$ cat src/rtl/vga_timing.sv
// VGA raster timing generator: pixel-clock divider, h/v counters, visible-area decode
// and a one-pixel output register stage that keeps colour and sync aligned.
module vga_timing #(
  parameter int unsigned H_SYNC    = 96,
  parameter int unsigned H_BACK    = 48,
  parameter int unsigned H_VISIBLE = 640,
  parameter int unsigned H_FRONT   = 16,
  parameter int unsigned V_SYNC    = 2,
  parameter int unsigned V_BACK    = 33,
  parameter int unsigned V_VISIBLE = 480,
  parameter int unsigned V_FRONT   = 10,
  parameter int unsigned PIX_DIV   = 2
) (
  input  logic       CLK,
  input  logic       reset,
  input  logic       R_IN,
  input  logic       G_IN,
  input  logic       B_IN,
  output logic [9:0] X_VGA,
  output logic [9:0] Y_VGA,
  output logic       VIDEO_ON,
  output logic       PIX_TICK,
  output logic       FRAME_START,
  output logic       HSYNC,
  output logic       VSYNC,
  output logic [7:0] VGA_R,
  output logic [7:0] VGA_G,
  output logic [7:0] VGA_B
);

  localparam int unsigned H_TOTAL = H_SYNC + H_BACK + H_VISIBLE + H_FRONT;
  localparam int unsigned V_TOTAL = V_SYNC + V_BACK + V_VISIBLE + V_FRONT;
  localparam int unsigned H_W     = ($clog2(H_TOTAL) < 10) ? 10 : $clog2(H_TOTAL);
  localparam int unsigned V_W     = ($clog2(V_TOTAL) < 10) ? 10 : $clog2(V_TOTAL);
  localparam int unsigned DIV_W   = (PIX_DIV > 1) ? $clog2(PIX_DIV) : 1;

  localparam logic [DIV_W-1:0] DIV_LAST = DIV_W'(PIX_DIV - 1);
  localparam logic [H_W-1:0]   H_LAST   = H_W'(H_TOTAL - 1);
  localparam logic [V_W-1:0]   V_LAST   = V_W'(V_TOTAL - 1);
  localparam logic [H_W-1:0]   H_SYNC_C = H_W'(H_SYNC);
  localparam logic [V_W-1:0]   V_SYNC_C = V_W'(V_SYNC);
  localparam logic [H_W-1:0]   H_START  = H_W'(H_SYNC + H_BACK);
  localparam logic [H_W-1:0]   H_END    = H_W'(H_SYNC + H_BACK + H_VISIBLE);
  localparam logic [V_W-1:0]   V_START  = V_W'(V_SYNC + V_BACK);
  localparam logic [V_W-1:0]   V_END    = V_W'(V_SYNC + V_BACK + V_VISIBLE);

  logic [DIV_W-1:0] div;
  logic [H_W-1:0]   h_count;
  logic [V_W-1:0]   v_count;
  logic             pix_tick;
  logic             h_last;
  logic             v_last;
  logic             video_on;
  logic             raw_hsync;
  logic             raw_vsync;

  assign pix_tick = (div == DIV_LAST);
  assign h_last   = (h_count == H_LAST);
  assign v_last   = (v_count == V_LAST);

  // Pixel-rate divider
  always_ff @(posedge CLK or posedge reset) begin
    if (reset) begin
      div <= '0;
    end else if (pix_tick) begin
      div <= '0;
    end else begin
      div <= div + DIV_W'(1);
    end
  end

  // Raster counters; v advances on the same tick that h wraps
  always_ff @(posedge CLK or posedge reset) begin
    if (reset) begin
      h_count <= '0;
      v_count <= '0;
    end else if (pix_tick) begin
      if (h_last) begin
        h_count <= '0;
        v_count <= v_last ? '0 : v_count + V_W'(1);
      end else begin
        h_count <= h_count + H_W'(1);
      end
    end
  end

  always_comb begin
    video_on  = (h_count >= H_START) && (h_count < H_END) &&
                (v_count >= V_START) && (v_count < V_END);
    raw_hsync = !(h_count < H_SYNC_C);
    raw_vsync = !(v_count < V_SYNC_C);
  end

  // Coordinates are forced to 0 off-screen so no wrapped negative value leaks out
  assign X_VGA       = video_on ? 10'(h_count - H_START) : 10'd0;
  assign Y_VGA       = video_on ? 10'(v_count - V_START) : 10'd0;
  assign VIDEO_ON    = video_on;
  assign PIX_TICK    = pix_tick;
  assign FRAME_START = pix_tick && h_last && v_last;

  // Colour and sync share one register stage so they stay aligned on the wire
  always_ff @(posedge CLK or posedge reset) begin
    if (reset) begin
      HSYNC <= 1'b1;
      VSYNC <= 1'b1;
      VGA_R <= 8'h00;
      VGA_G <= 8'h00;
      VGA_B <= 8'h00;
    end else if (pix_tick) begin
      HSYNC <= raw_hsync;
      VSYNC <= raw_vsync;
      VGA_R <= video_on ? {8{R_IN}} : 8'h00;
      VGA_G <= video_on ? {8{G_IN}} : 8'h00;
      VGA_B <= video_on ? {8{B_IN}} : 8'h00;
    end
  end

endmodule

$ cat config.mk
export PLATFORM = sky130hd
export DESIGN_NAME = vga_timing
export DESIGN_NICKNAME = d
export VERILOG_FILES = /design/src/rtl/vga_timing.sv
export SDC_FILE = /design/constraint.sdc
export NUM_CORES = 1
export LEC_CHECK = 0
export ABC_CLOCK_PERIOD_IN_PS = 1900
export BUFFER_PORTS_ARGS = -buffer_cell sky130_fd_sc_hd__buf_4
export CAP_MARGIN = 15
export CORE_MARGIN = 2
export CORE_UTILIZATION = 30
export DETAILED_ROUTE_END_ITERATION = 8
export PLACE_DENSITY = 0.53
export SLEW_MARGIN = 5
export SYNTH_ARGS = -nofsm -noshare
export SYNTH_HDL_FRONTEND = slang
export SYNTH_SLANG_ARGS = --single-unit
$ cat constraint.sdc
create_clock -name CLK -period 1.9 [get_ports CLK]
set_input_delay 0.095 -clock CLK [delete_from_list [all_inputs] [get_ports CLK]]
set_output_delay 0.095 -clock CLK [all_outputs]
set_load 0.02 [all_outputs]
# Yosys cells after proc, flatten, opt, wreduce, memory -nomap -nowiden
# Index checks and enable logic that the tools add are counted.
# word_totals
reg_bits,47
input_bits,5
out_inout_bits,49
elab_cells,37
# op_classes
addsub,5
magnitude_cmp,6
eq_ne,2
n_mux,8
n_reduce_logical,8
# op_table
operator,n
$mux W10,4
$mux W8,3
$add A10 B1 Y10 const B,2
$eq A10 B10 Y1 const B,2
$lt A10 B10 Y1 const B,2
$ge A10 B6 Y1 const B,1
$ge A10 B8 Y1 const B,1
$lt A10 B2 Y1 const B,1
$lt A10 B7 Y1 const B,1
$sub A10 B6 Y10 const B,1
$sub A10 B8 Y10 const B,1
$logic_and A1 B1 Y1,5
$logic_not A1 Y1,2
$reduce_and A2 Y1,1
$add A1 B1 Y1 const B,1
$mux W1,1

# Depth between registers and ports, before layout
# Gate-level depths: netlist of run 1.
# logic_depth
ltp_word,5
ltp_mapped,7
mapped_depth_nobuf,6

# Least setup slack after synthesis of run 1
# Ideal clock, no wire load.
# synth_path
path_type,reg-to-output
start,reg v_count[0]
end,out X_VGA[3]
arrival_ns,2.155
required_ns,1.805
setup_slack_ns,-0.350
path_stages_with_launch,7
n_path_buf,1
path_cell_list,dfrtp_1 > ha_1 > or4_1 > o21ai_2 > o211ai_2 > buf_2 > nor3b_1
# synth_via
elab_chain_cells,4
word_cells_on_any_way,5
cone_classes,2 x order compare; 1 x mux; 2 x reduce/logical
# synth_lines
element,line,source
"start, declared",49,logic [V_W-1:0] v_count;
"start signal, assigned",80,v_count <= v_last ? '0 : v_count + V_W'(1);
$ge A10 B6 Y1,89,(v_count >= V_START) && (v_count < V_END);
$logic_and A1 B1 Y1,88,video_on = (h_count >= H_START) && (h_count < H_END) &&
$logic_and A1 B1 Y1 (*),89,
$mux W10 (*),95,assign X_VGA = video_on ? 10'(h_count - H_START) : 10'd0;
"end, declared",19,"output logic [9:0] X_VGA,"
# Mark *: on every way between the ends. The rest lies on a longest branch, timed or not.

# Worst setup path in the final report of run 1
# layout_path
start,reg v_count[0]
end,out X_VGA[2]
# Same word-level chain as after synthesis.

==> metrics.csv, run 1 <==
metric,value,unit
layout-drive-gt1-share,53.3,%
final_cell_mix,"buf_4, dfrtp_1, nor3_4",
gp_congestion,0.746,
intPower,0.747,mW
critPathLaunch,v_count[0]$_DFFE_PP0P_,
wl_per_cell,14.7,µm
numCtsBuffers,3,
yosys.area.top_type,dfrtp_1,
status,"finished, violations left",
wirelength,5.54,mm
r2r-start,v_count[0]$_DFFE_PP0P_,
maxCapViolCount,0,
drc,0,
dpl.cell_count,364,
hold_class,in -> reg,
netlist_area,1990,µm²
cts_tree,done,
reg2reg_depth,6,
io_buffers,53,
track_usage,15.8,%
dp_hpwl,4.16,mm
power.total,0.943,mW
pwr-share-seq,58.7,%
fmax,0.446,GHz
ys_top_cells_by_area,"dfrtp_1, buf_4, xnor2_1",
rows,29,
drt-pass1-iter-count,4,
layout_min_cycle_time,2.24,ns
hold_viol,0,
final_core_util,48.5,%
synth_compound_gate_area_share,11.3,%
cp_data_arrival_time,2.15,ns
yosysUniqueCellTypes,51,
period_share,118,%
peakVddDrop,0.000219,V
violations,setup timing,
synthMuxAreaShare,1.07,%
ys_seq_area_share,32.8,%
multi_input_area,1320,µm²
synthAdderAreaFrac,4.40,%
swShare,20.8,%
syn2layout_area_growth,55.7,%
crit_required,1.80,ns
stdcell_area,3100,µm²
grt_pass1_wl,9.18,mm
rsz0062_at_grt,true,
syn_nets,239,
end_kind,output pin,
crit_end,X_VGA[2],
ant_nets,0,
path_class,reg -> out,
fillers,626,
pwr-share-comb,2.3,%
regToRegSetupSlack,0,ns
postSynthCellCount,227,
synth_seq_cells,26,
netSwitchingPower,0.196,mW
overflow,0,
clock_path_buffers,2,
num_antenna_cells,0,
die_h,85.5,µm
via_per_inst,4.94,
synth-edff-count,0,
final-setup-viol-count,22,
ys.warnings.count,0,
die-area,7300,µm²
worst_pin_slew,0.346,ns
r2r-end,VGA_R[6]$_DFFE_PP0P_,
slew_headroom,76.7,%
coreArea,6390,µm²
crit_path_max_fanout,12,
async_flop_share,100,%
place_ws,-0.0576,ns
clock_skew,0.00313,ns
mostFrequentLayoutCell,buf_4,
place_area,2830,µm²
clk_latency,0.27,ns
final_cell_count_no_fill,377,
clkSinkCount,26,
antenna_found_initial,0,
grt_max_degree,27,
die_x,85.5,µm
seqCellArea,654,µm²
fin_nets,313,
io_pins,54,
synth_xor_area_share,8.36,%
start_util,31.2,%
synth_flop_cell,dfrtp_1,
fin_ws,-0.344,ns
clock_power_share,39.0,%
synth_top_family_by_area,simple AND/OR/NAND/NOR gates,
grt_pass1_vias,1777,
drt_iter0_markers,53,
via_count,1861,
yosys.area.top_type_share,30.2,%
syn_avg_cell_area,8.77,µm²
p_leak,1.46,nW
htree_levels,1,
synth-simple-area-share,24.5,%
cts_root_buf,clkbuf_8,
power.density,304,nW/µm²
path_clk_slew,0.10,ns
slew_viol_final,0,
cp-start-kind,flop,
[final cells by class]
class	instances	area share [%]
multi-input cells	146	42.6
repair buffers	107	29.4
well taps	77	3.11
flip-flops and latches	26	21.1
inverters	17	2.06
clock buffers	4	1.78
[stage by stage]
stage               hold slack (ns)  TNS [ns]
global placement              0.191    -0.106
floorplan                     0.133    -0.106
detailed placement            0.192    -0.203
finish                       0.0842     -6.19
global route                 0.0854     -8.41
CTS                          0.0782     -6.44
[timing repair]
| action | in CTS | in global routing |
|---|---|---|
| resized for setup | 18 | 9 |
| endpoints found under the setup margin | 23 | 29 |
| gates cloned | 1 | 0 |
| setup buffers | 5 | 3 |
| endpoints found under the hold margin | 24 | 0 |
| hold buffers | 1 | 0 |
| pin swaps | 3 | 3 |
[power groups by stage]
stage	Sequential [mW]	Clock, mW	Combinational [mW]
6_report	0.553	0.368	0.0220
3_3_place_gp	0.564	0	0.0218
3_5_place_dp	0.564	0	0.0219
4_1_cts	0.553	0.383	0.0235
2_1_floorplan	0.564	0	0.00960
5_1_grt	0.553	0.400	0.0258
[logic make-up (layout without fill, tap and decap cells)]
| group | Yosys count | count (layout) |
|---|---|---|
| and+or+nand+nor | 87 | 87 |
| buffers and inverters | 55 | 128 |
| AOI/OAI and AO/OA | 31 | 31 |
| DFF | 26 | 26 |
| xor gates and xnor gates | 19 | 19 |
| adders and majority gates | 7 | 7 |
| muxes | 2 | 2 |
[how the worst min path moves through the flow]
stage | cells after the start | from | to | slack [ns]
2_1_floorplan | 1 | reset | PIX_TICK$_DFF_PP0_ | 0.13
3_3_place_gp | 3 | reset | v_count[6]$_DFFE_PP0P_ | 0.19
3_5_place_dp | 3 | reset | v_count[6]$_DFFE_PP0P_ | 0.19
4_1_cts | 3 | G_IN | VGA_G[6]$_DFFE_PP0P_ | 0.08
5_1_grt | 3 | B_IN | VGA_B[6]$_DFFE_PP0P_ | 0.09
6_report | 3 | G_IN | VGA_G[6]$_DFFE_PP0P_ | 0.08
[per-layer routing]
layer	vias to the layer above	wire length [µm]	global-route usage, %
met2	59	2580	25.4
met1	885	2570	22.2
li1	913	-	-
met4	0	33	3.17
met3	4	359	3.11
met5	-	0	0
[worst max-delay path, cell delays in order (launching register included)]
cell and delay [ns]:
dfrtp_2 0.43, ha_4 0.16, or4_4 0.44, o21ai_4 0.17
o211ai_4 0.14, buf_12 0.20, nor3b_4 0.19, buf_6 0.14
[flip-flops by register name, summed over array words and instances, names as in the netlist]
register	cells
h_count	10
v_count	10
HSYNC	1
PIX_TICK	1
VGA_B	1
VGA_G	1
VGA_R	1
VSYNC	1
[synth_stat cells, types with 2 or more instances]
master	count
a21oi_1	6
buf_2	4
buf_4	22
buf_6	2
clkbuf_1	6
clkbuf_8	4
dfrtp_1	24
dfstp_2	2
ha_1	7
inv_1	17
nand2_1	14
nand2b_1	2
nand3_1	13
nand4_1	2
nor2_1	11
nor3_1	20
nor3b_1	2
nor3b_2	2
nor4_1	4
o21ai_0	6
o21ai_1	2
o32ai_1	3
or3_1	7
xnor2_1	16
xor2_1	3
Note: power is estimated with default switching activity, not from simulation.
==> inputs of run 2 (changes only) <==
==> constraint.sdc (replaced) <==
create_clock -name CLK -period 1.9 [get_ports CLK]
set_input_delay 0.285 -clock CLK [delete_from_list [all_inputs] [get_ports CLK]]
set_output_delay 0.285 -clock CLK [all_outputs]
set_load 0.02 [all_outputs]
==> run 2 against run 1 <==
  * The run still ends with setup timing left
  * Critical path depth is the same
  * Total power grew 1.2%
  * Clock power grew 3%
  * Largest power group unchanged
  * Wire length shrank 3.4%
  * Via count grew 0.38%
  * Worst setup slack lost 0.16 ns
  * Sequential share of layout area shrank 0.68 points
  * Hold slack lost 0.032 ns
  * Flip-flop and latch count is the same
==> metrics.csv, run 2 (synthesized netlist as in run 1, its figures left out) <==
metric,value,unit,change
status,"finished, violations left",,unchanged
violations,setup timing,,unchanged
peakVddDrop,0.000240,V,was 0.000219 V
drc,0,,unchanged
syn2layout_area_growth,60.8,%,was 55.7%
grt_max_degree,27,,unchanged
end_kind,output pin,,unchanged
gp_congestion,0.804,,was 0.746
reg_top3,"h_count x10, v_count x10",,unchanged
grt_pass1_vias,1873,,was 1777
power.density,298,nW/µm²,was 304 nW/µm²
hold_class,in -> async,,was in -> reg
overflow,0,,unchanged
ant_nets,0,,unchanged
fin_ws,-0.506,ns,was -0.344 ns
clk_latency,0.28,ns,was 0.27 ns
track_usage,15.5,%,was 15.8%
start_util,31.2,%,unchanged
rsz0062_at_grt,true,,unchanged
final-setup-viol-count,22,,unchanged
fin_setup_tns,-10.10,ns,was -6.19 ns
cp-start-kind,flop,,unchanged
htree_levels,1,,unchanged
clock_skew,0.00446,ns,was 0.00313 ns
clkSinkCount,26,,unchanged
worst_pin_slew,0.425,ns,was 0.346 ns
drt-pass1-iter-count,4,,unchanged
drt_iter0_markers,53,,unchanged
slew_viol_final,0,,unchanged
dp_hpwl,4.03,mm,was 4.16 mm
num_antenna_cells,0,,unchanged
via_count,1868,,was 1861
cts_hold_buf,0,,was 1
rows,29,,unchanged
crit_chain,"ha_4, or4_4, o21ai_4, o211ai_4, buf_12, nor3b_4, buf_6",,unchanged
slew_headroom,71.4,%,was 76.7%
cts_root_buf,clkbuf_8,,unchanged
p_leak,1.52,nW,was 1.46 nW
numCtsBuffers,3,,unchanged
via_per_inst,4.90,,was 4.94
clock_path_buffers,2,,unchanged
wirelength,5.35,mm,was 5.54 mm
mostFrequentLayoutCell,buf_4,,unchanged
fin_nets,317,,was 313
final_cell_mix,"buf_4, buf_6, dfrtp_1",,"was buf_4, dfrtp_1, nor3_4"
regToRegSetupSlack,0.01,ns,was 0 ns
layout-drive-gt1-share,53.6,%,was 53.3%
cts_tree,done,,unchanged
maxCapViolCount,0,,unchanged
die-area,7300,µm²,unchanged
io_pins,54,,unchanged
path_class,reg -> out,,unchanged
path_clk_slew,0.10,ns,about the same
cp_data_arrival_time,2.12,ns,was 2.15 ns
antenna_found_initial,0,,unchanged
dpl.cell_count,371,,was 364
crit_path_max_fanout,13,,was 12
cpMaxStageDelayCell,or4_4,,unchanged
period_share,127,%,was 118%
wl_per_cell,14.0,µm,was 14.7 µm
grt_pass1_wl,9.00,mm,was 9.18 mm
hold_viol,0,,unchanged
coreArea,6390,µm²,unchanged
max_stage_delay,0.44,ns,about the same
layout_min_cycle_time,2.41,ns,was 2.24 ns
fmax,0.416,GHz,was 0.446 GHz
die_x,85.5,µm,unchanged
die_h,85.5,µm,unchanged
final_core_util,50.1,%,was 48.5%
io_buffers,53,,unchanged
crit_required,1.62,ns,was 1.80 ns
final_cell_count_no_fill,381,,was 377
[run 2: cell count changes in the layout (fill, tap and decap cells not counted), moves of 2 or more]
cell | previous run | this run
buf_6 | 9 | 24
buf_4 | 92 | 80
ha_1 | 3 | 6
inv_1 | 14 | 17
inv_2 | 3 | 0
a21oi_1 | 6 | 4
a21oi_2 | 1 | 3
buf_16 | 0 | 2
ha_2 | 2 | 0
o21ai_0 | 6 | 4
[run 2: repair_timing]
item	in CTS	in global routing
gates resized for setup	14	24
endpoints found under the setup margin	31	31
pin swaps	4	8
setup buffers	2	3
gates cloned	1	1
[run 2: power breakdown]
part,switching [mW],leakage [nW],internal [mW]
Clock,0.194,0.0288,0.186
Combinational,0.0128,1.15,0.00736
Sequential,0,0.340,0.553
Total,0.207,1.52,0.746
[run 2: cell type report]
class	count	area, µm²
Fill cell	583	3180
Multi-Input combinational cell	146	1300
Timing Repair Buffer	111	1030
Sequential cell	26	654
Tap cell	77	96.3
Inverter	17	63.8
Clock buffer	4	55.1
[run 2: stage by stage]
step	instance area [µm²]	setup slack (ns)	hold slack [ns]	power, mW
6_report	3200	-0.506	0.0519	0.954
5_1_grt	3200	-0.622	0.0929	0.989
4_1_cts	3070	-0.514	0.0734	0.964
3_5_place_dp	2900	-0.335	0.381	0.586
3_3_place_gp	2900	-0.293	0.379	0.586
2_1_floorplan	2280	-0.225	0.323	0.573
[run 2: final timing paths]
check | startpoint | end | depth (start not counted)
worst min-delay path | reset | v_count[5]$_DFFE_PP0P_ | 3
worst max register to register | v_count[6]$_DFFE_PP0P_ | v_count[2]$_DFFE_PP0P_ | 6
min in group CLK | G_IN | VGA_G[6]$_DFFE_PP0P_ | 3
max in group asynchronous | reset | VSYNC$_DFFE_PP1P_ | 3
worst min register to register | HSYNC$_DFFE_PP1P_ | HSYNC$_DFFE_PP1P_ | 2
worst max-delay path | v_count[0]$_DFFE_PP0P_ | X_VGA[2] | 7
[run 2: critical path, delay by kind of cell (launching register included)]
kind	cells	cell delay [ns]
AOI/OAI and AO/OA	2	0.28
adders and majority gates	1	0.16
buffers and inverters	2	0.34
DFF	1	0.43
and+or+nand+nor	2	0.63
[run 2: routing by layer]
metal  vias up  track usage (%)  share of wire [%]
li1        921                -                  -
met1       870             21.6                 46
met2        68             24.1                 46
met3         9             2.33                6.1
met4         0             5.92                1.6
met5         -                0                  0
